===== src/rtl/bus_sequencer.sv =====
// Multi-cycle control FSM that sequences bus selects, register writes and ALU control.
// Define BUS_SEQ_MVNZ_EN to decode opcode 100 as mvnz; otherwise it decodes as a NOP.
module bus_sequencer #(
    parameter int NREGS = 8,
    parameter int IR_W  = 9
) (
    input  logic             clock,
    input  logic             resetn,
    input  logic             run,
    input  logic [IR_W-1:0]  instr,
    input  logic             g_nz,
    output logic             imediate_select,
    output logic             r_select,
    output logic [NREGS-1:0] reg_select,
    output logic [NREGS-1:0] reg_in,
    output logic             a_in,
    output logic             g_in,
    output logic             addsub,
    output logic             busy,
    output logic             done
);

    localparam logic [1:0] T0 = 2'd0;
    localparam logic [1:0] T1 = 2'd1;
    localparam logic [1:0] T2 = 2'd2;
    localparam logic [1:0] T3 = 2'd3;

    localparam logic [2:0] OP_MV   = 3'b000;
    localparam logic [2:0] OP_MVI  = 3'b001;
    localparam logic [2:0] OP_ADD  = 3'b010;
    localparam logic [2:0] OP_SUB  = 3'b011;
`ifdef BUS_SEQ_MVNZ_EN
    localparam logic [2:0] OP_MVNZ = 3'b100;
`endif

    logic [1:0]       state;
    logic [IR_W-1:0]  ir;
    logic [2:0]       opcode;
    logic [2:0]       rx;
    logic [2:0]       ry;
    logic [NREGS-1:0] x_hot;
    logic [NREGS-1:0] y_hot;
    logic             is_arith;

    assign opcode   = ir[8:6];
    assign rx       = ir[5:3];
    assign ry       = ir[2:0];
    assign x_hot    = NREGS'(1) << rx;
    assign y_hot    = NREGS'(1) << ry;
    assign is_arith = (opcode == OP_ADD) || (opcode == OP_SUB);

`ifndef BUS_SEQ_MVNZ_EN
    logic unused_g_nz;
    assign unused_g_nz = g_nz;
`endif

    // run is only honoured in T0, so a held-high run starts the next instruction after done
    always_ff @(posedge clock) begin
        if (!resetn) begin
            state <= T0;
            ir    <= '0;
        end else begin
            case (state)
                T0: begin
                    if (run) begin
                        ir    <= instr;
                        state <= T1;
                    end
                end
                T1:      state <= is_arith ? T2 : T0;
                T2:      state <= T3;
                T3:      state <= T0;
                default: state <= T0;
            endcase
        end
    end

    // Each state drives at most one bus source and at most one register write
    always_comb begin
        imediate_select = 1'b0;
        r_select        = 1'b0;
        reg_select      = '0;
        reg_in          = '0;
        a_in            = 1'b0;
        g_in            = 1'b0;
        addsub          = 1'b0;
        done            = 1'b0;
        busy            = (state != T0);
        case (state)
            T1: begin
                case (opcode)
                    OP_MV: begin
                        reg_select = y_hot;
                        reg_in     = x_hot;
                        done       = 1'b1;
                    end
                    OP_MVI: begin
                        imediate_select = 1'b1;
                        reg_in          = x_hot;
                        done            = 1'b1;
                    end
                    OP_ADD, OP_SUB: begin
                        reg_select = x_hot;
                        a_in       = 1'b1;
                    end
`ifdef BUS_SEQ_MVNZ_EN
                    OP_MVNZ: begin
                        if (g_nz) begin
                            reg_select = y_hot;
                            reg_in     = x_hot;
                        end
                        done = 1'b1;
                    end
`endif
                    default: done = 1'b1;
                endcase
            end
            T2: begin
                reg_select = y_hot;
                g_in       = 1'b1;
                addsub     = (opcode == OP_SUB);
            end
            T3: begin
                r_select = 1'b1;
                reg_in   = x_hot;
                done     = 1'b1;
            end
            default: ;
        endcase
    end

endmodule


===== config.mk =====
export PLATFORM = sky130hd
export DESIGN_NAME = bus_sequencer
export DESIGN_NICKNAME = d
export VERILOG_FILES = /design/src/rtl/bus_sequencer.sv
export SDC_FILE = /design/constraint.sdc
export NUM_CORES = 1
export LEC_CHECK = 0
export BUFFER_PORTS_ARGS = -buffer_cell sky130_fd_sc_hd__buf_2
export CORE_MARGIN = 10
export CORE_UTILIZATION = 40
export CTS_CLUSTER_SIZE = 14
export DETAILED_ROUTE_END_ITERATION = 16
export PLACE_DENSITY = 0.73
export RECOVER_POWER = 50
export SLEW_MARGIN = 20
export SYNTH_ARGS = -nofsm -noshare
export SYNTH_HDL_FRONTEND = slang
export SYNTH_SLANG_ARGS = --single-unit
export TNS_END_PERCENT = 5

===== constraint.sdc =====
create_clock -name clock -period 1.5 [get_ports clock]
set_clock_uncertainty 0.1 [all_clocks]
set_input_delay 0.075 -clock clock [delete_from_list [all_inputs] [get_ports clock]]
set_output_delay 0.075 -clock clock [all_outputs]
set_load 0.05 [all_outputs]

==> results of run 1 <==
cell families (layout without fill, tap and decap cells):
logic type	Yosys count	after routing	share of synthesized area (%)
AO/OA/AOI/OAI	24	24	24.12
flip-flops	11	11	29.28
adder cells (fa/ha/maj)	5	5	8.319
AND/OR/NAND/NOR	49	49	34.61
buffers and inverters	7	78	3.660
cell type report:
class / count / area share (%)
repair buffers: 70 / 36.67
inverters: 4 / 1.061
clock buffers: 4 / 1.591
flip-flops and latches: 11 / 13.56
multi-input cells: 78 / 45.23
well taps: 25 / 1.894
flip-flops by register name, summed over array words and instances, names as in the netlist, named ones only:
signal  cells
ir          9
state       1
where the power goes:
part	internal [mW]	total, mW	switching (mW)
Sequential	0.313	0.339	0.0261
Combinational	0.203	0.485	0.282
Clock	0.103	0.210	0.107
stage by stage:
stage | hold slack, ps | worst slack [ps] | setup TNS [ps]
after CTS | 26.19 | -583.4 | -8792
final | 33.44 | -707.8 | -11170
after global placement | 236.4 | -508.4 | -5839
after detailed placement | 246.6 | -524.6 | -6181
after floorplan | 128.8 | -388.7 | -5094
after global routing | 33.98 | -743.5 | -11990
worst max-delay path: stages, from the launching register on:
cell and delay [ps]:
dfxtp_2 360, buf_4 110, ha_2 210, buf_4 120, nor3b_2 200, buf_4 170
o21bai_1 80, buf_4 170, nor2_2 150, buf_6 190
synth_stat cells (all sizes together):
library cell	n
nand2	13
dfxtp	11
nand3	10
nor2	10
a21boi	9
ha	5
inv	4
o22ai	4
o32ai	4
nand2b	3
and2	2
clkbuf	2
nand3b	2
o21ai	2
o21bai	2
a21oi	1
and3	1
and4	1
buf	1
nor2b	1
nor3b	1
nor4b	1
o211a	1
o21a	1
or2	1
or3b	1
or4	1
or4b	1
how the worst min path moves through the flow:
| stage | from | slack [ps] | cells after the start | end |
|---|---|---|---|---|
| global placement | instr[3] | 240 | 3 | ir[3]$_SDFFE_PN0P_ |
| global route | resetn | 30 | 2 | flip-flop |
| detailed placement | instr[8] | 250 | 3 | ir[8]$_SDFFE_PN0P_ |
| CTS | resetn | 30 | 2 | state[0]$_SDFFE_PN0P_ |
| floorplan | resetn | 130 | 1 | ir[3]$_SDFFE_PN0P_ |
| finish | resetn | 30 | 2 | flip-flop |
what timing repair did:
item,CTS,global route
hold buffers,9,0
setup buffers,1,5
hold endpoints to repair,9,0
setup endpoints to repair,21,22
pin swaps,6,8
resized for setup,44,17
layer usage:
layer | global-route usage (%) | wire length [µm] | vias to the layer above
met5 | 0 | 0 | -
met4 | 5.191 | 261 | 0
met3 | 4.594 | 331 | 24
met2 | 31.66 | 2316 | 87
met1 | 16.88 | 1619 | 546
li1 | - | - | 489
==> results.cfg, run 1 <==
[sta]
rsz0062_at_grt = yes
maxSlewHeadroom_pct = 70.80
max_freq_ghz = 0.4529
setup_ws_ps = -707.8
hold_viol_final = 0
slew_viol_final = 0
min_period_ps = 2208
finalSetupViolations = 23
min_period_over_period_pct = 147.2
tightest_slew_ps = 438.1

[die]
core-area_mm2 = 0.001764
start_util_pct = 42.62
die_y_um = 63.36
dieArea_mm2 = 0.004014
die_w_um = 63.36
rows = 15
pin_count = 36

[synthesis]
synthTopCellsByArea = dfxtp_1, a21boi_0, ha_1
ys_seq_area_share_pct = 29.28
ys_ff_latch = 11
netlist_instances = 96
syn_area_per_cell_um2 = 7.833
synth_top_area_share_pct = 29.28
syn_nets = 114
syn_area_um2 = 752.0
yosysWarnings = 0
yosysTopAreaCell = dfxtp_1
synthDistinctLibCells = 29

[setup_path]
required_ps = 1320
crit_fanout = 4
worstReg2RegEnd = state[0]$_SDFFE_PN0P_
worstSetupPathType = flip-flop to output pin
arrival_ps = 2030
r2r_cells = 7
start_kind = flip-flop
cp-end-kind = output pin
endpoint = reg_in[3]
rrSetupSlack_ps = 0
crit_start = state[0]$_SDFFE_PN0P_

[global_routing]
antenna_found_initial = 0
grt_pass1_vias = 1112
grt_start_max_net_pins = 13
grt_usage_pct = 16.64
grt_pass1_wl_mm = 5.554
grt_overflow_total = 0

[placement]
dp_hpwl_mm = 2.191
routabilityCongestion = 0.7756
portBuffers = 34
dp_cells = 173
post_dp_cell_area_mm2 = 0.001285

[drt]
drt_pre_antenna_iters = 4
drc = 0
wire_per_inst_um = 23.59
wl_mm = 4.529
ant_nets = 0
routed_via_density = 5.969
route.vias.total = 1146
drt-initial-drc-count = 61

[layout]
final_common_cell = buf_4
fill_cells = 62
design_area_mm2 = 0.001652
drive_gt1_share_pct = 60.48
regArea_um2 = 224.0
multi_input_area_um2 = 747.0
fin_util_pct = 93.62
nets = 186
area_growth_pct = 119.6
layout_common_cells = buf_4, buf_6, buf_2
fin_cells = 192
diodes = 0

[cts]
cts.sinks = 11
htreeDepth = 1
worstSkewPairLatency_ps = 270
cts_buffers = 3
cts_buffer_depth = 2
cts_tree = built
path_clk_slew_ps = 80
root_buffer = clkbuf_4

[outcome]
violations = setup timing
status = finished with violations

[pwr]
power.total_mw = 1.034
pwr_density_cell_mw_per_mm2 = 625.9
p_leak_nw = 0.6696
ir_drop_uv = 659.8

[job]
cap_violations = 0

[hold_path]
hold_class = input port to flip-flop
Note: power is estimated with default switching activity, not from simulation.
==> inputs of run 2 (changes only) <==
--- a/config.mk
+++ b/config.mk
@@ -6,7 +6,7 @@
 export NUM_CORES = 1
 export LEC_CHECK = 0
 export BUFFER_PORTS_ARGS = -buffer_cell sky130_fd_sc_hd__buf_2
-export CORE_MARGIN = 10
+export CORE_MARGIN = 8
 export CORE_UTILIZATION = 40
 export CTS_CLUSTER_SIZE = 14
 export DETAILED_ROUTE_END_ITERATION = 16
==> constraint.sdc (replaced) <==
create_clock -name clock -period 1.5 [get_ports clock]
set_clock_uncertainty 0.1 [all_clocks]
set_input_delay 0.225 -clock clock [delete_from_list [all_inputs] [get_ports clock]]
set_output_delay 0.225 -clock clock [all_outputs]
set_load 0.05 [all_outputs]
==> run 2 against run 1 <==
The flow still finishes with violations (setup timing); via count is 5.8% lower; register-to-register slack better by 40 ps; die area is 12% lower; core utilization is 3.1 points lower; combinational power is 5.2% lower; critical path type unchanged; largest cell class unchanged.
==> results.cfg, run 2 (same netlist as run 1, synthesis figures left out) <==
[outcome]
status = finished with violations
violations = setup timing

[cts]
cts_buffers = 3
root_buffer = clkbuf_4
cts_buffer_depth = 2
htreeDepth = 1
cts.sinks = 11
path_clk_slew_ps = 70
worstSkewPairLatency_ps = 260
cts_tree = built

[drt]
drc = 0
wl_mm = 3.853
routed_via_density = 5.929
route.vias.total = 1079
wire_per_inst_um = 21.17
top_layer_used = met4
ant_nets = 0
wl_met3_um = 366
wl_met2_mm = 1.868
wl_met1_mm = 1.401
drt-initial-drc-count = 55
drt_pre_antenna_iters = 4

[job]
cap_violations = 0

[sta]
setup-tns-final_ps = -12870
finalSetupViolations = 22
rsz0062_at_grt = yes
setup_ws_ps = -786.9
min_period_ps = 2287
tightest_slew_ps = 476.3
hold_viol_final = 0
slew_viol_final = 0
min_period_over_period_pct = 152.5
maxSlewHeadroom_pct = 68.25
max_freq_ghz = 0.4373

[global_routing]
grt_pass1_wl_mm = 5.685
antenna_found_initial = 0
grt_overflow_total = 0
grt_pass1_vias = 1130
grt_usage_pct = 21.14
grt_start_max_net_pins = 13

[layout]
diodes = 0
final_common_cell = buf_4
fill_cells = 77
regArea_um2 = 224.0
top_regs = ir x9, state x1
layout_common_cells = buf_4, buf_6, nand2_1, buf_2, nand3_1
top_register = ir
multi_input_area_um2 = 763.2
largest_reg_flops = 9
area_growth_pct = 110.2
design_area_mm2 = 0.001580
drive_gt1_share_pct = 63.69
nets = 176

[placement]
dp_hpwl_mm = 2.187
routabilityCongestion = 0.8599
post_dp_cell_area_mm2 = 0.001315
portBuffers = 34

[die]
start_util_pct = 43.08
core-area_mm2 = 0.001745
die_w_um = 59.36
rows = 15
pin_count = 36
die_y_um = 59.36
dieArea_mm2 = 0.003524

[hold_path]
hold_class = input port to flip-flop

[setup_path]
crit_fanout = 4
arrival_ps = 1960
cp-end-kind = output pin
start_kind = flip-flop
required_ps = 1170
worstSetupPathType = flip-flop to output pin

[pwr]
pwr_density_cell_mw_per_mm2 = 627.9
p_leak_nw = 0.6320
ir_drop_uv = 628.2
run 2: cell count changes in the layout (fill, tap and decap cells not counted), sizes merged:
| cell | previous run | this run |
|---|---|---|
| dlygate4sd3 | 9 | 0 |
| buf | 61 | 60 |
run 2: timing repair:
action / 4_1_cts / 5_1_grt
setup buffers: 1 / 0
resized for setup: 54 / 11
hold buffers: 0 / 0
pin swaps: 7 / 1
endpoints found under the setup margin: 23 / 23
hold endpoints to repair: 0 / 0
run 2: path summary, 6_finish.rpt:
check	start	endpoint	slack [ps]	depth (start not counted)
max reg2reg	state[0]$_SDFFE_PN0P_	state[0]$_SDFFE_PN0P_	40	8
max	state[0]$_SDFFE_PN0P_	reg_select[7]	-790	6
min	instr[0]	ir[0]$_SDFFE_PN0P_	120	3
min reg2reg	ir[3]$_SDFFE_PN0P_	ir[3]$_SDFFE_PN0P_	450	2
run 2: power by group:
part	internal, mW	switching, mW
logic	0.187	0.273
clock network	0.103	0.0953
registers	0.313	0.0208
run 2: layout make-up:
type,instances,share of cell area [%]
flip-flops and latches,11,14.17
inverters,4,0.9501
repair buffers,60,32.94
clock buffers,4,1.663
well taps,25,1.979
multi-input cells,78,48.30
run 2: worst max-delay path, cell delays in order (launching register included):
cell and delay (ps):
dfxtp_2 350, inv_2 50, ha_4 280, nand2_4 50
or4b_4 590, o22ai_4 190, buf_6 180
run 2: through the flow:
stage	instances	util (%)	hold slack (ps)	power [mW]	worst slack (ps)
6_report	182	90.54	118.8	0.9923	-786.9
5_1_grt	182	90.54	116.0	1.027	-824.7
4_1_cts	182	88.24	115.5	0.9443	-779.5
3_5_place_dp	177	75.34	395.9	0.7091	-590.4
3_3_place_gp	177	75.34	384.9	0.6984	-550.2
2_1_floorplan	96	-	278.8	0.5720	-538.7
run 2: layer usage:
metal / track usage (%) / vias up
li1: - / 471
met3: 4.121 / 23
met1: 22.82 / 497
met4: 12.29 / 0
met5: 0 / -
met2: 36.98 / 88
==> inputs of run 3 (changes only) <==
--- a/config.mk
+++ b/config.mk
@@ -12,6 +12,7 @@
 export DETAILED_ROUTE_END_ITERATION = 16
 export PLACE_DENSITY = 0.73
 export RECOVER_POWER = 50
+export SETUP_SLACK_MARGIN = 0.15
 export SLEW_MARGIN = 20
 export SYNTH_ARGS = -nofsm -noshare
 export SYNTH_HDL_FRONTEND = slang
==> run 3 against run 2 <==
The flow still finishes with violations (setup timing); clock power about the same; flip-flop and latch count stayed put; combinational power about the same; first-iteration DRC count shrank 33%; clock-buffer cell count unchanged; core utilization up 0.43 points; cell count is the same.
==> results.cfg, run 3 (same netlist as run 1, synthesis figures left out) <==
[outcome]
status = finished with violations
violations = setup timing

[layout]
drive_gt1_share_pct = 64.97
top_regs = ir x9, state x1
layout_common_cells = buf_4, buf_6, nand2_1, buf_2, nand3_1
multi_input_area_um2 = 770.7
top_register = ir
largest_reg_flops = 9
diodes = 0
regArea_um2 = 224.0
fin_util_pct = 90.97
design_area_mm2 = 0.001588
nets = 176
area_growth_pct = 111.1
fill_cells = 69
final_common_cell = buf_4

[pwr]
p_leak_nw = 0.6369
pwr_density_cell_mw_per_mm2 = 628.7
ir_drop_uv = 665.7

[cts]
path_clk_slew_ps = 70
htreeDepth = 1
worstSkewPairLatency_ps = 270
cts_buffer_depth = 2
cts_buffers = 3
cts_tree = built
cts.sinks = 11
holdBufCountCts = 0
root_buffer = clkbuf_4

[die]
start_util_pct = 43.08
rows = 15
core-area_mm2 = 0.001745
dieArea_mm2 = 0.003524
pin_count = 36
die_y_um = 59.36
die_w_um = 59.36

[sta]
rsz0062_at_grt = yes
maxSlewHeadroom_pct = 73.04
max_freq_ghz = 0.4372
whs_ps = 110.7
slew_viol_final = 0
hold_viol_final = 0
setup-tns-final_ps = -12900
min_period_ps = 2287
tightest_slew_ps = 404.4
finalSetupViolations = 22
min_period_over_period_pct = 152.5
setup_ws_ps = -787.4

[setup_path]
arrival_ps = 1960
cp_slowest_cell = or4b_4
cp-end-kind = output pin
worstSetupPathType = flip-flop to output pin
crit_family = simple AND/OR/NAND/NOR gates
max_stage_delay_ps = 590
crit_buf_inv = 2
start_kind = flip-flop
crit_fanout = 4
crit_chain = inv_2 -> ha_4 -> nand2_4 -> or4b_4 -> o22ai_4 -> buf_6
required_ps = 1170

[global_routing]
grt_usage_pct = 20.22
grt_start_max_net_pins = 13
grt_overflow_total = 0
grt_pass1_wl_mm = 5.478
antenna_found_initial = 0
grt_pass1_vias = 1097

[drt]
wire_per_inst_um = 20.15
route.vias.total = 1050
wl_mm = 3.668
drc = 0
ant_nets = 0
drt_pre_antenna_iters = 4
routed_via_density = 5.769
drt-initial-drc-count = 37

[hold_path]
hold_class = input port to flip-flop

[placement]
dp_hpwl_mm = 2.187
portBuffers = 34
post_dp_cell_area_mm2 = 0.001315
dp_slack_ps = -590.4
routabilityCongestion = 0.8599

[job]
cap_violations = 0
## run 3: cell counts in the layout (fill, tap and decap cells not counted)
No cell type changed its count.
## run 3: worst paths after layout
check,start,to,slack [ps],cells past startpoint
hold reg to reg,ir[3]$_SDFFE_PN0P_,ir[3]$_SDFFE_PN0P_,450,2
setup reg to reg,state[0]$_SDFFE_PN0P_,state[0]$_SDFFE_PN0P_,30,8
hold / removal,instr[8],ir[8]$_SDFFE_PN0P_,110,3
setup / recovery,flip-flop,reg_select[7],-790,6
## run 3: final cells by class
class                   instances  area share (%)
well taps                      25           1.970
repair buffers                 60           32.78
flip-flops and latches         11           14.11
multi-input cells              78           48.54
clock buffers                   4           1.655
inverters                       4          0.9456
## run 3: what timing repair did
item / CTS / global route
gates resized for setup: 57 / 10
pin swaps: 7 / 2
buffers inserted: 1 / 0
endpoints found under the setup margin: 24 / 32
## run 3: power breakdown
part	switching (mW)	internal, mW	leakage (nW)
Sequential	0.0204	0.313	0.0914
Clock	0.0984	0.103	0.0150
Combinational	0.270	0.193	0.531
## run 3: stage by stage
stage	std cells	total power, mW
floorplan	96	0.5720
global placement	177	0.6984
detailed placement	177	0.7091
CTS	182	0.9513
global route	182	1.035
finish	182	0.9983
## run 3: tightest hold or removal path, cell delays in order
cell and delay, ps:
buf_2 90, nand3_1 50, a21boi_0 70
## run 3: layer usage
metal	vias up	wire length [µm]	GRT usage [%]	share of wire (%)
met2	55	1883	36.52	51
met5	-	0	0	0
met1	511	1424	21.10	39
met4	0	165	11.26	4.5
met3	17	194	3.905	5.3
li1	467	-	-	-
